`src/rtl/dmem_access_unit.sv`:
```
`default_nettype none
// ============================================================================
//  Module      : dmem_access_unit
//  Description : Data-memory access unit between the core memory stage and a
//                word-organised DRAM without byte enables. Sub-word stores are
//                read-modify-write; loads are lane-extracted and extended;
//                misaligned accesses are rejected without touching memory.
//  Revision    : 1.0 - initial release
// ============================================================================
module dmem_access_unit #(
    parameter int DATA_W   = 32,
    parameter int ADDR_W   = 11,
    parameter int READ_LAT = 2
) (
    input  logic                                   clk,
    input  logic                                   rst,
    input  logic                                   req_valid,
    output logic                                   req_ready,
    input  logic                                   req_we,
    input  logic [ADDR_W-1:0]                      req_addr,
    input  logic [DATA_W-1:0]                      req_wdata,
    input  logic [2:0]                             load_type,
    input  logic [1:0]                             store_type,
    output logic                                   rsp_valid,
    output logic [DATA_W-1:0]                      rsp_rdata,
    output logic                                   rsp_misaligned,
    output logic                                   dram_re,
    output logic                                   dram_we,
    output logic [ADDR_W-$clog2(DATA_W/8)-1:0]     dram_address,
    output logic [DATA_W-1:0]                      dram_datain,
    input  logic [DATA_W-1:0]                      dram_dataout
);

    localparam int NB         = DATA_W / 8;
    localparam int OFF_W      = $clog2(NB);
    localparam int WA_W       = ADDR_W - OFF_W;
    localparam int CNT_W      = (READ_LAT > 1) ? $clog2(READ_LAT) : 1;
    localparam logic [CNT_W-1:0] CNT_INIT = CNT_W'(READ_LAT - 1);
    localparam bit   WORD_IS_32 = (DATA_W == 32);

    // Load/store type encodings (RISC-V funct3 style)
    localparam logic [2:0] LD_LB  = 3'b000;
    localparam logic [2:0] LD_LH  = 3'b001;
    localparam logic [2:0] LD_LBU = 3'b100;
    localparam logic [2:0] LD_LHU = 3'b101;
    localparam logic [1:0] ST_SB  = 2'b00;
    localparam logic [1:0] ST_SH  = 2'b01;

    // Access size codes
    localparam logic [1:0] SZ_B = 2'd0;
    localparam logic [1:0] SZ_H = 2'd1;
    localparam logic [1:0] SZ_W = 2'd2;

    typedef enum logic [2:0] {
        S_IDLE  = 3'd0,
        S_READ  = 3'd1,
        S_WAIT  = 3'd2,
        S_WRITE = 3'd3,
        S_RESP  = 3'd4
    } state_t;

    state_t              state_q, state_d;
    logic                we_q, we_d;
    logic [1:0]          size_q, size_d;
    logic                uns_q, uns_d;
    logic                mis_q, mis_d;
    logic [OFF_W-1:0]    off_q, off_d;
    logic [DATA_W-1:0]   wdata_q, wdata_d;
    logic [CNT_W-1:0]    cnt_q, cnt_d;
    logic [WA_W-1:0]     addr_q, addr_d;
    logic [DATA_W-1:0]   din_q, din_d;
    logic [DATA_W-1:0]   rdata_q, rdata_d;

    logic [1:0]          w_size;
    logic                w_uns;
    logic                w_mis;
    logic                w_full;
    logic [OFF_W+2:0]    w_shift;
    logic [DATA_W-1:0]   w_rd_sh;
    logic [DATA_W-1:0]   w_rd_up;
    logic [6:0]          w_lsh;
    logic [DATA_W-1:0]   w_load;
    logic [DATA_W-1:0]   w_mask;
    logic [DATA_W-1:0]   w_merge;

    // Decode size, signedness and alignment of the request on the input port
    always_comb begin
        w_size = SZ_W;
        w_uns  = 1'b0;
        if (req_we) begin
            case (store_type)
                ST_SB:   w_size = SZ_B;
                ST_SH:   w_size = SZ_H;
                default: w_size = SZ_W;
            endcase
        end else begin
            case (load_type)
                LD_LB:   w_size = SZ_B;
                LD_LBU:  begin w_size = SZ_B; w_uns = 1'b1; end
                LD_LH:   w_size = SZ_H;
                LD_LHU:  begin w_size = SZ_H; w_uns = 1'b1; end
                default: w_size = SZ_W;
            endcase
        end
        w_mis  = ((w_size == SZ_H) && req_addr[0]) ||
                 ((w_size == SZ_W) && (req_addr[1:0] != 2'b00));
        w_full = req_we && (w_size == SZ_W) && WORD_IS_32;
    end

    // Lane extraction/extension for loads and byte-lane merge for stores
    always_comb begin
        w_shift = {off_q, 3'b000};
        w_rd_sh = dram_dataout >> w_shift;
        case (size_q)
            SZ_B: begin
                w_lsh  = 7'(DATA_W - 8);
                w_mask = DATA_W'(8'hFF);
            end
            SZ_H: begin
                w_lsh  = 7'(DATA_W - 16);
                w_mask = DATA_W'(16'hFFFF);
            end
            default: begin
                w_lsh  = 7'(DATA_W - 32);
                w_mask = DATA_W'(32'hFFFF_FFFF);
            end
        endcase
        // Left-justify the lane, then shift back arithmetically or logically
        w_rd_up = w_rd_sh << w_lsh;
        w_load  = uns_q ? (w_rd_up >> w_lsh) : DATA_W'($signed(w_rd_up) >>> w_lsh);
        w_merge = (dram_dataout & ~(w_mask << w_shift)) |
                  ((wdata_q << w_shift) & (w_mask << w_shift));
    end

    // Next-state and datapath capture for the transaction sequencer
    always_comb begin
        state_d = state_q;
        we_d    = we_q;
        size_d  = size_q;
        uns_d   = uns_q;
        mis_d   = mis_q;
        off_d   = off_q;
        wdata_d = wdata_q;
        cnt_d   = cnt_q;
        addr_d  = addr_q;
        din_d   = din_q;
        rdata_d = rdata_q;
        case (state_q)
            S_IDLE: begin
                if (req_valid) begin
                    we_d    = req_we;
                    size_d  = w_size;
                    uns_d   = w_uns;
                    mis_d   = w_mis;
                    off_d   = req_addr[OFF_W-1:0];
                    wdata_d = req_wdata;
                    addr_d  = req_addr[ADDR_W-1:OFF_W];
                    if (w_mis) begin
                        rdata_d = '0;
                        state_d = S_RESP;
                    end else if (w_full) begin
                        din_d   = req_wdata;
                        state_d = S_WRITE;
                    end else begin
                        state_d = S_READ;
                    end
                end
            end
            S_READ: begin
                cnt_d   = CNT_INIT;
                state_d = S_WAIT;
            end
            S_WAIT: begin
                if (cnt_q == '0) begin
                    if (we_q) begin
                        din_d   = w_merge;
                        state_d = S_WRITE;
                    end else begin
                        rdata_d = w_load;
                        state_d = S_RESP;
                    end
                end else begin
                    cnt_d = cnt_q - CNT_W'(1);
                end
            end
            S_WRITE: begin
                rdata_d = '0;
                state_d = S_RESP;
            end
            S_RESP: begin
                state_d = S_IDLE;
            end
            default: begin
                state_d = S_IDLE;
            end
        endcase
    end

    // State register
    always_ff @(posedge clk or posedge rst) begin
        if (rst) begin
            state_q <= S_IDLE;
        end else begin
            state_q <= state_d;
        end
    end

    // Captured request fields, wait counter and registered outputs
    always_ff @(posedge clk or posedge rst) begin
        if (rst) begin
            we_q    <= 1'b0;
            size_q  <= SZ_B;
            uns_q   <= 1'b0;
            mis_q   <= 1'b0;
            off_q   <= '0;
            wdata_q <= '0;
            cnt_q   <= '0;
            addr_q  <= '0;
            din_q   <= '0;
            rdata_q <= '0;
        end else begin
            we_q    <= we_d;
            size_q  <= size_d;
            uns_q   <= uns_d;
            mis_q   <= mis_d;
            off_q   <= off_d;
            wdata_q <= wdata_d;
            cnt_q   <= cnt_d;
            addr_q  <= addr_d;
            din_q   <= din_d;
            rdata_q <= rdata_d;
        end
    end

    assign req_ready      = (state_q == S_IDLE) && !rst;
    assign dram_re        = (state_q == S_READ);
    assign dram_we        = (state_q == S_WRITE);
    assign rsp_valid      = (state_q == S_RESP);
    assign rsp_misaligned = (state_q == S_RESP) && mis_q;
    assign rsp_rdata      = rdata_q;
    assign dram_address   = addr_q;
    assign dram_datain    = din_q;

endmodule
`default_nettype wire

```
`config.mk`:
```
export PLATFORM = sky130hd
export DESIGN_NAME = dmem_access_unit
export DESIGN_NICKNAME = d
export VERILOG_FILES = /design/src/rtl/dmem_access_unit.sv
export SDC_FILE = /design/constraint.sdc
export NUM_CORES = 1
export LEC_CHECK = 0
export BUFFER_PORTS_ARGS = -buffer_cell sky130_fd_sc_hd__buf_4
export CAP_MARGIN = 30
export CORE_MARGIN = 3
export CORE_UTILIZATION = 48
export CTS_CLUSTER_DIAMETER = 50
export CTS_CLUSTER_SIZE = 10
export DETAILED_ROUTE_END_ITERATION = 8
export PLACE_DENSITY = 0.76
export SYNTH_ARGS = -nofsm -noshare
export SYNTH_HDL_FRONTEND = slang
export SYNTH_SLANG_ARGS = --single-unit
export TNS_END_PERCENT = 30
```
`constraint.sdc`:
```
create_clock -name clk -period 3.57 [get_ports clk]
set_input_delay 0.714 -clock clk [delete_from_list [all_inputs] [get_ports clk]]
set_output_delay 0.714 -clock clk [all_outputs]
set_load 0.02 [all_outputs]
```
* After elaboration in Yosys (flattened, before gate mapping)
Cells that the tools add are included.
** Cells by class
- Add/subtract/negate cells :: 1
- Eq/ne operators :: 18
- Shifts and indexed selects :: 6
- Multiplexer cells :: 27
- Bitwise logic cells :: 4
- Reduce and logical (&&, ||, !) cells :: 22
** Operators by type and width (number)
- 32-bit 2-to-1 mux :: 10
- 32-bit one-hot mux with 2 select lines :: 2
- 32-bit one-hot mux with 3 select lines :: 1
- 32-bit AND :: 2
- 32-bit by 5-bit << shifter with 32-bit output :: 2
- 32-bit inverter :: 1
- 32-bit bitwise OR :: 1
- 32-bit by 7-bit << shifter with 32-bit output :: 1
- 32-bit by 5-bit >> shifter with 32-bit output :: 1
- 32-bit by 7-bit >> shifter with 32-bit output :: 1
- 32-bit by 7-bit >>> shifter with 32-bit output :: 1
- 2-bit != test (second input constant) :: 7
- 3-bit 2-to-1 mux :: 4
- 3-bit one-hot mux with 4 select lines :: 1
- 5-bit one-hot mux with 2 select lines :: 1
- 3-bit == test (second input constant) :: 3
- 2-bit one-hot mux with 2 select lines :: 2
- 2-bit by 1-bit == test with 1-bit output (second input constant) :: 3
- 3-bit by 1-bit == test with 1-bit output (second input constant) :: 2
- 3-bit by 2-bit == test with 1-bit output (second input constant) :: 2
- 3-bit zero test :: 2
- 6-bit AND reduction :: 1
- 2-bit nonzero test :: 3
- 2-bit OR reduction :: 3
- 12 further kinds :: 21
** Word-level totals
- Register bits after elaboration :: 116
- Logic and storage cells :: 89

* Logic depth before layout (Yosys ltp)
- Depth after elaboration :: 10
- Gate-level depth with buffers :: 8
- Mapped depth without buffers :: 4

* Least setup slack after synthesis
No wires, ideal clock.
- Path type :: input port to flip-flop
- Start :: in req_addr[1]
- End :: reg din_q[0], in the netlist dram_datain[0]
- Data arrival time :: 1.895 ns
- Data required time :: 3.443 ns
- Slack :: 1.548 ns
- Stages :: 5
- Path buffers :: 1
- Path through :: nor2_1 a32oi_2 nor2_2 buf_4 mux2_1
** On the way
- Cells in the longest elaborated chain, start to end :: 5
** RTL lines
- start, declared :: RTL line 20 : input logic [ADDR_W-1:0] req_addr,
- 2-bit nonzero test :: RTL line 106 : ((w_size == SZ_W) && (req_addr[1:0] != 2'b00));
- 1-bit logical AND :: RTL line 106
- 1-bit logical OR :: RTL line 105 : w_mis = ((w_size == SZ_H) && req_addr[0]) ||
- 2-bit != test (no line)
- 6-bit AND reduction (no line)
- end signal, assigned :: RTL line 230 : din_q <= din_d;
- end, declared :: RTL line 71 : logic [DATA_W-1:0] din_q, din_d;
Every way passes these cells.
A chain may end at the register's enable or synchronous reset.

* Worst setup path after layout
- Start :: reg state_q[0]
- End :: out dram_re
** On the way
- Cells in the longest elaborated chain, start to end :: 1
** RTL lines
- start, declared :: RTL line 62 : state_t state_q, state_d;
- start signal, assigned :: RTL line 204 : state_q <= state_d;
- 3-bit by 1-bit == test with 1-bit output :: RTL line 236 : assign dram_re = (state_q == S_READ);
- end, declared :: RTL line 27 : output logic dram_re,
Every way passes these cells.

==> metrics.md <==
| Metric | Value |
|---|---|
| Result of the run | `completed` |
| Final setup TNS | `0 ns` |
| Global-route wire length before repair | `30.44 mm` |
| Total of hold buffers inserted after clock tree synthesis | `0` |
| Relative slew slack | `55.03%` |
| Worst R2R Path Depth | `6` |
| Number of sinks driven by the clock tree | `116` |
| IR Drop Worst-Case VDD | `592.5 uV` |
| Number of buffers created by CTS | `17` |
| Root buffer cell | `clkbuf_16` |
| Maximum buffer depth of the clock tree | `2` |
| Worst reg2reg path endpoint | `dram_datain[19]$_DFFE_PP0P_` |
| Overall die height | `120.7 um` |
| Final clock period utilization by the worst path | `67.10%` |
| Clock Pin Slew Worst Setup and Hold Paths | `0.05 ns` |
| Slew @ Worst Pin | `0.6732 ns` |
| Layout fillers | `992` |
| Worst min-delay path category | `in2async` |
| Launching element of the worst setup path | `state_q[0]$_DFFE_PP0P_` |
| Library cells used by synthesis | `57` |
| Fin. max-slew vios | `0` |
| Flip-flop and latch count after synthesis | `116` |
| Clock tree from TritonCTS | `yes` |
| DRC errors left | `0` |
| Initial antenna violation count | `0` |
| Kind of capture point of the worst setup path | `primary output` |
| Element type at the critical path start | `flop` |
| Detail-routed net length per standard cell | `21.65 um` |
| Startpoint of the most critical register-to-register path | `state_q[2]$_DFFE_PP0P_` |
| Yosys warning total | `0` |
| Net Count, Synth | `659` |
| Detailed placement HPWL | `14.49 mm` |
| Vias in the first global route | `5502` |
| RD Place Congestion | `0.9292` |
| Overall overflow remaining after global route | `0` |
| Arrival @ worst endpoint | `1.68 ns` |
| Total track usage | `27.38%` |
| First-pass DRT Iterations | `5` |
| Area delta synth->final | `32.57%` |
| Final layout net count | `807` |
| Share of layout cells above drive strength 1 | `38.32%` |
| End point of the critical path | `dram_re` |
| Count of vias placed by the detailed router | `5538` |
| Worst Path Required | `2.86 ns` |
| Starting density of the core | `49.61%` |
| Post-CTS repair timing setup buffer count | `0` |
| Clk Latency, worst-skew pair | `0.42 ns` |
| Area enclosed by the die boundary | `0.01456 mm^2` |
| Detailed Route WL | `19.66 mm` |
| Sequential share of the synthesized area | `46.00%` |
| Leak | `3.830 nW` |
| Path type of the worst setup path | `reg2out` |
| Highest achievable clock rate | `417.5 MHz` |
| Post-Place Cell Area | `0.007670 mm^2` |
| Reg2Reg Setup Slack | `1.19 ns` |
| Area of the mapped netlist | `0.006311 mm^2` |
| Number of gates resized after cts | `0` |
| Final-report setup violation count | `0` |
| Number of inserted diodes | `0` |
| Top-Level Pins | `162` |
| Post-route clock skew | `0.008472 ns` |
| Port bufs | `161` |
| Horiz. Die Dim | `120.7 um` |
| Synth Area per Inst | `10.98 um^2` |
| Maxcap violations | `0` |
| Final worst path period need | `2.395 ns` |
| Hold violation count in the final report | `0` |
| Post-Synthesis Cells | `575` |
| Fin area | `0.008367 mm^2` |
| Largest net degree at the start of global routing | `55` |
| Power density relative to cell area | `1010 mW/mm^2` |
| Critical Path Fanout Max | `7` |
| H-tree depth | `4` |
| Standard-cell rows | `41` |
| DRT antenna net count | `0` |
| Drt first-iter violations | `511` |
| Setup repair after global routing missed its margin | `no` |
| Core Region | `0.01272 mm^2` |
| Via density | `6.099` |
-- routing by layer --
layer  GRT usage (%)  up-vias  part of all wire [%]
met2           42.93      296                    46
met1           36.02     2735                    41
met5               0        -                     0
met4           10.20        0                   3.0
met3           8.232       47                   9.2
li1                -     2460                     -
-- power by group --
group | leakage (nW) | internal [mW] | total, mW | switching (mW)
Sequential | 1.43 | 1.90 | 2.54 | 0.647
Clock | 0.337 | 1.40 | 2.01 | 0.613
Combinational | 2.07 | 1.80 | 3.90 | 2.10
Total | 3.83 | 5.09 | 8.45 | 3.36
-- cells by family after synthesis --
family / Yosys count / share of synthesized area [%]
compound gates: 189 / 21.21
flops: 116 / 46.00
mux: 110 / 20.58
simple gates: 96 / 7.455
buf+inv: 64 / 4.758
-- per-stage QoR --
| step | util [%] | hold slack [ns] | setup WS (ns) | std cells | power (mW) |
|---|---|---|---|---|---|
| after floorplan | - | 0.4533 | 1.443 | 575 | 5.058 |
| after global placement | 60.13 | 0.4686 | 1.189 | 875 | 6.252 |
| after detailed placement | 60.29 | 0.4859 | 1.119 | 876 | 6.394 |
| after CTS | 65.77 | 0.2366 | 1.130 | 908 | 8.448 |
| after global routing | 65.77 | 0.2390 | 1.046 | 908 | 8.920 |
| final | 65.77 | 0.2462 | 1.175 | 908 | 8.451 |
-- Yosys cell counts (all sizes together) --
master / count / area share (%)
o211ai: 17 / 2.0
o22ai: 7 / 0.69
nor4: 1 / 0.20
o31ai: 8 / 0.95
a32oi: 2 / 0.40
nor3b: 1 / 0.12
nor2b: 4 / 0.40
nand3b: 1 / 0.12
mux2: 58 / 10
inv: 16 / 0.95
nand2: 43 / 2.6
o2111a: 1 / 0.32
a221o: 17 / 2.7
or3: 1 / 0.099
and2: 2 / 0.20
a21boi: 2 / 0.42
o21a: 18 / 2.1
mux2i: 42 / 6.7
nand2b: 2 / 0.20
nand4b: 1 / 0.14
a31oi: 17 / 1.8
a22oi: 1 / 0.12
a31o: 1 / 0.14
or3b: 1 / 0.14
and4: 1 / 0.14
a22o: 16 / 2.2
o2bb2ai: 1 / 0.14
nor3: 14 / 1.4
a21oi: 28 / 2.3
o21ai: 39 / 3.2
a32o: 1 / 0.16
nor2: 21 / 1.4
mux4: 10 / 3.6
a211oi: 9 / 1.1
buf: 31 / 2.8
or2b: 1 / 0.12
o31a: 1 / 0.14
and3: 1 / 0.099
o32ai: 1 / 0.14
a21o: 2 / 0.24
nand3: 1 / 0.079
dfrtp: 116 / 46
clkbuf: 17 / 1.0
-- state kept, by name (all words and copies together) (netlist names) --
| register | count |
|---|---|
| dram_datain | 32 |
| rsp_rdata | 32 |
| wdata_q | 32 |
| dram_address | 9 |
| state_q | 3 |
| off_q | 2 |
| size_q | 2 |
| cnt_q | 1 |
| mis_q | 1 |
| uns_q | 1 |
| we_q | 1 |
-- layout by cell type, fill, tap and decap left out, types with 2 or more instances in the layout --
cell type and n:
nand2_1 43, clkinvlp_4 2, mux2_1 11, o31ai_1 8, a31oi_1 16, nand2b_1 2
dfrtp_2 2, bufinv_16 7, nor3_1 11, nor2_1 19, inv_1 15, dfrtp_1 114
buf_12 3, a21oi_1 27, buf_4 174, nor2b_1 4, mux4_2 10, clkbuf_16 17
o21a_1 18, clkinv_2 2, a221o_1 17, a211oi_1 9, and2_1 2, mux2i_1 42
o22ai_1 7, a21o_1 2, clkinv_4 3, nor3_4 2, o21ai_0 36, a22o_1 16
o21ai_1 2, o211ai_1 17, mux2_2 47
-- final cells by class --
type,instances,area [um^2],area share [%]
Clock inverter,13,254.0,3.036
Multi-Input combinational cell,395,3119,37.28
Inverter,16,63.81,0.7627
Tap cell,172,215.2,2.572
Timing Repair Buffer,177,1366,16.33
Clock buffer,19,442.9,5.294
Sequential cell,116,2905,34.72
-- worst min-delay path by stage --
stage	startpoint	end	slack, ns	cells past startpoint
final	rst	we_q$_DFFE_PP0P_	0.25	2
after global routing	rst	we_q$_DFFE_PP0P_	0.24	2
after CTS	rst	we_q$_DFFE_PP0P_	0.24	2
after detailed placement	dram_address[0]$_DFFE_PP0P_	dram_address[0]$_DFFE_PP0P_	0.49	1
after global placement	dram_address[0]$_DFFE_PP0P_	dram_address[0]$_DFFE_PP0P_	0.47	1
after floorplan	wdata_q[28]$_DFFE_PP0P_	wdata_q[28]$_DFFE_PP0P_	0.45	1
-- worst max-delay path, stage by stage (launching register included) --
cell	delay, ns
dfrtp_1	0.51
inv_1	0.16
nor3_1	0.38
buf_4	0.22
(Power assumes the default switching activity.)
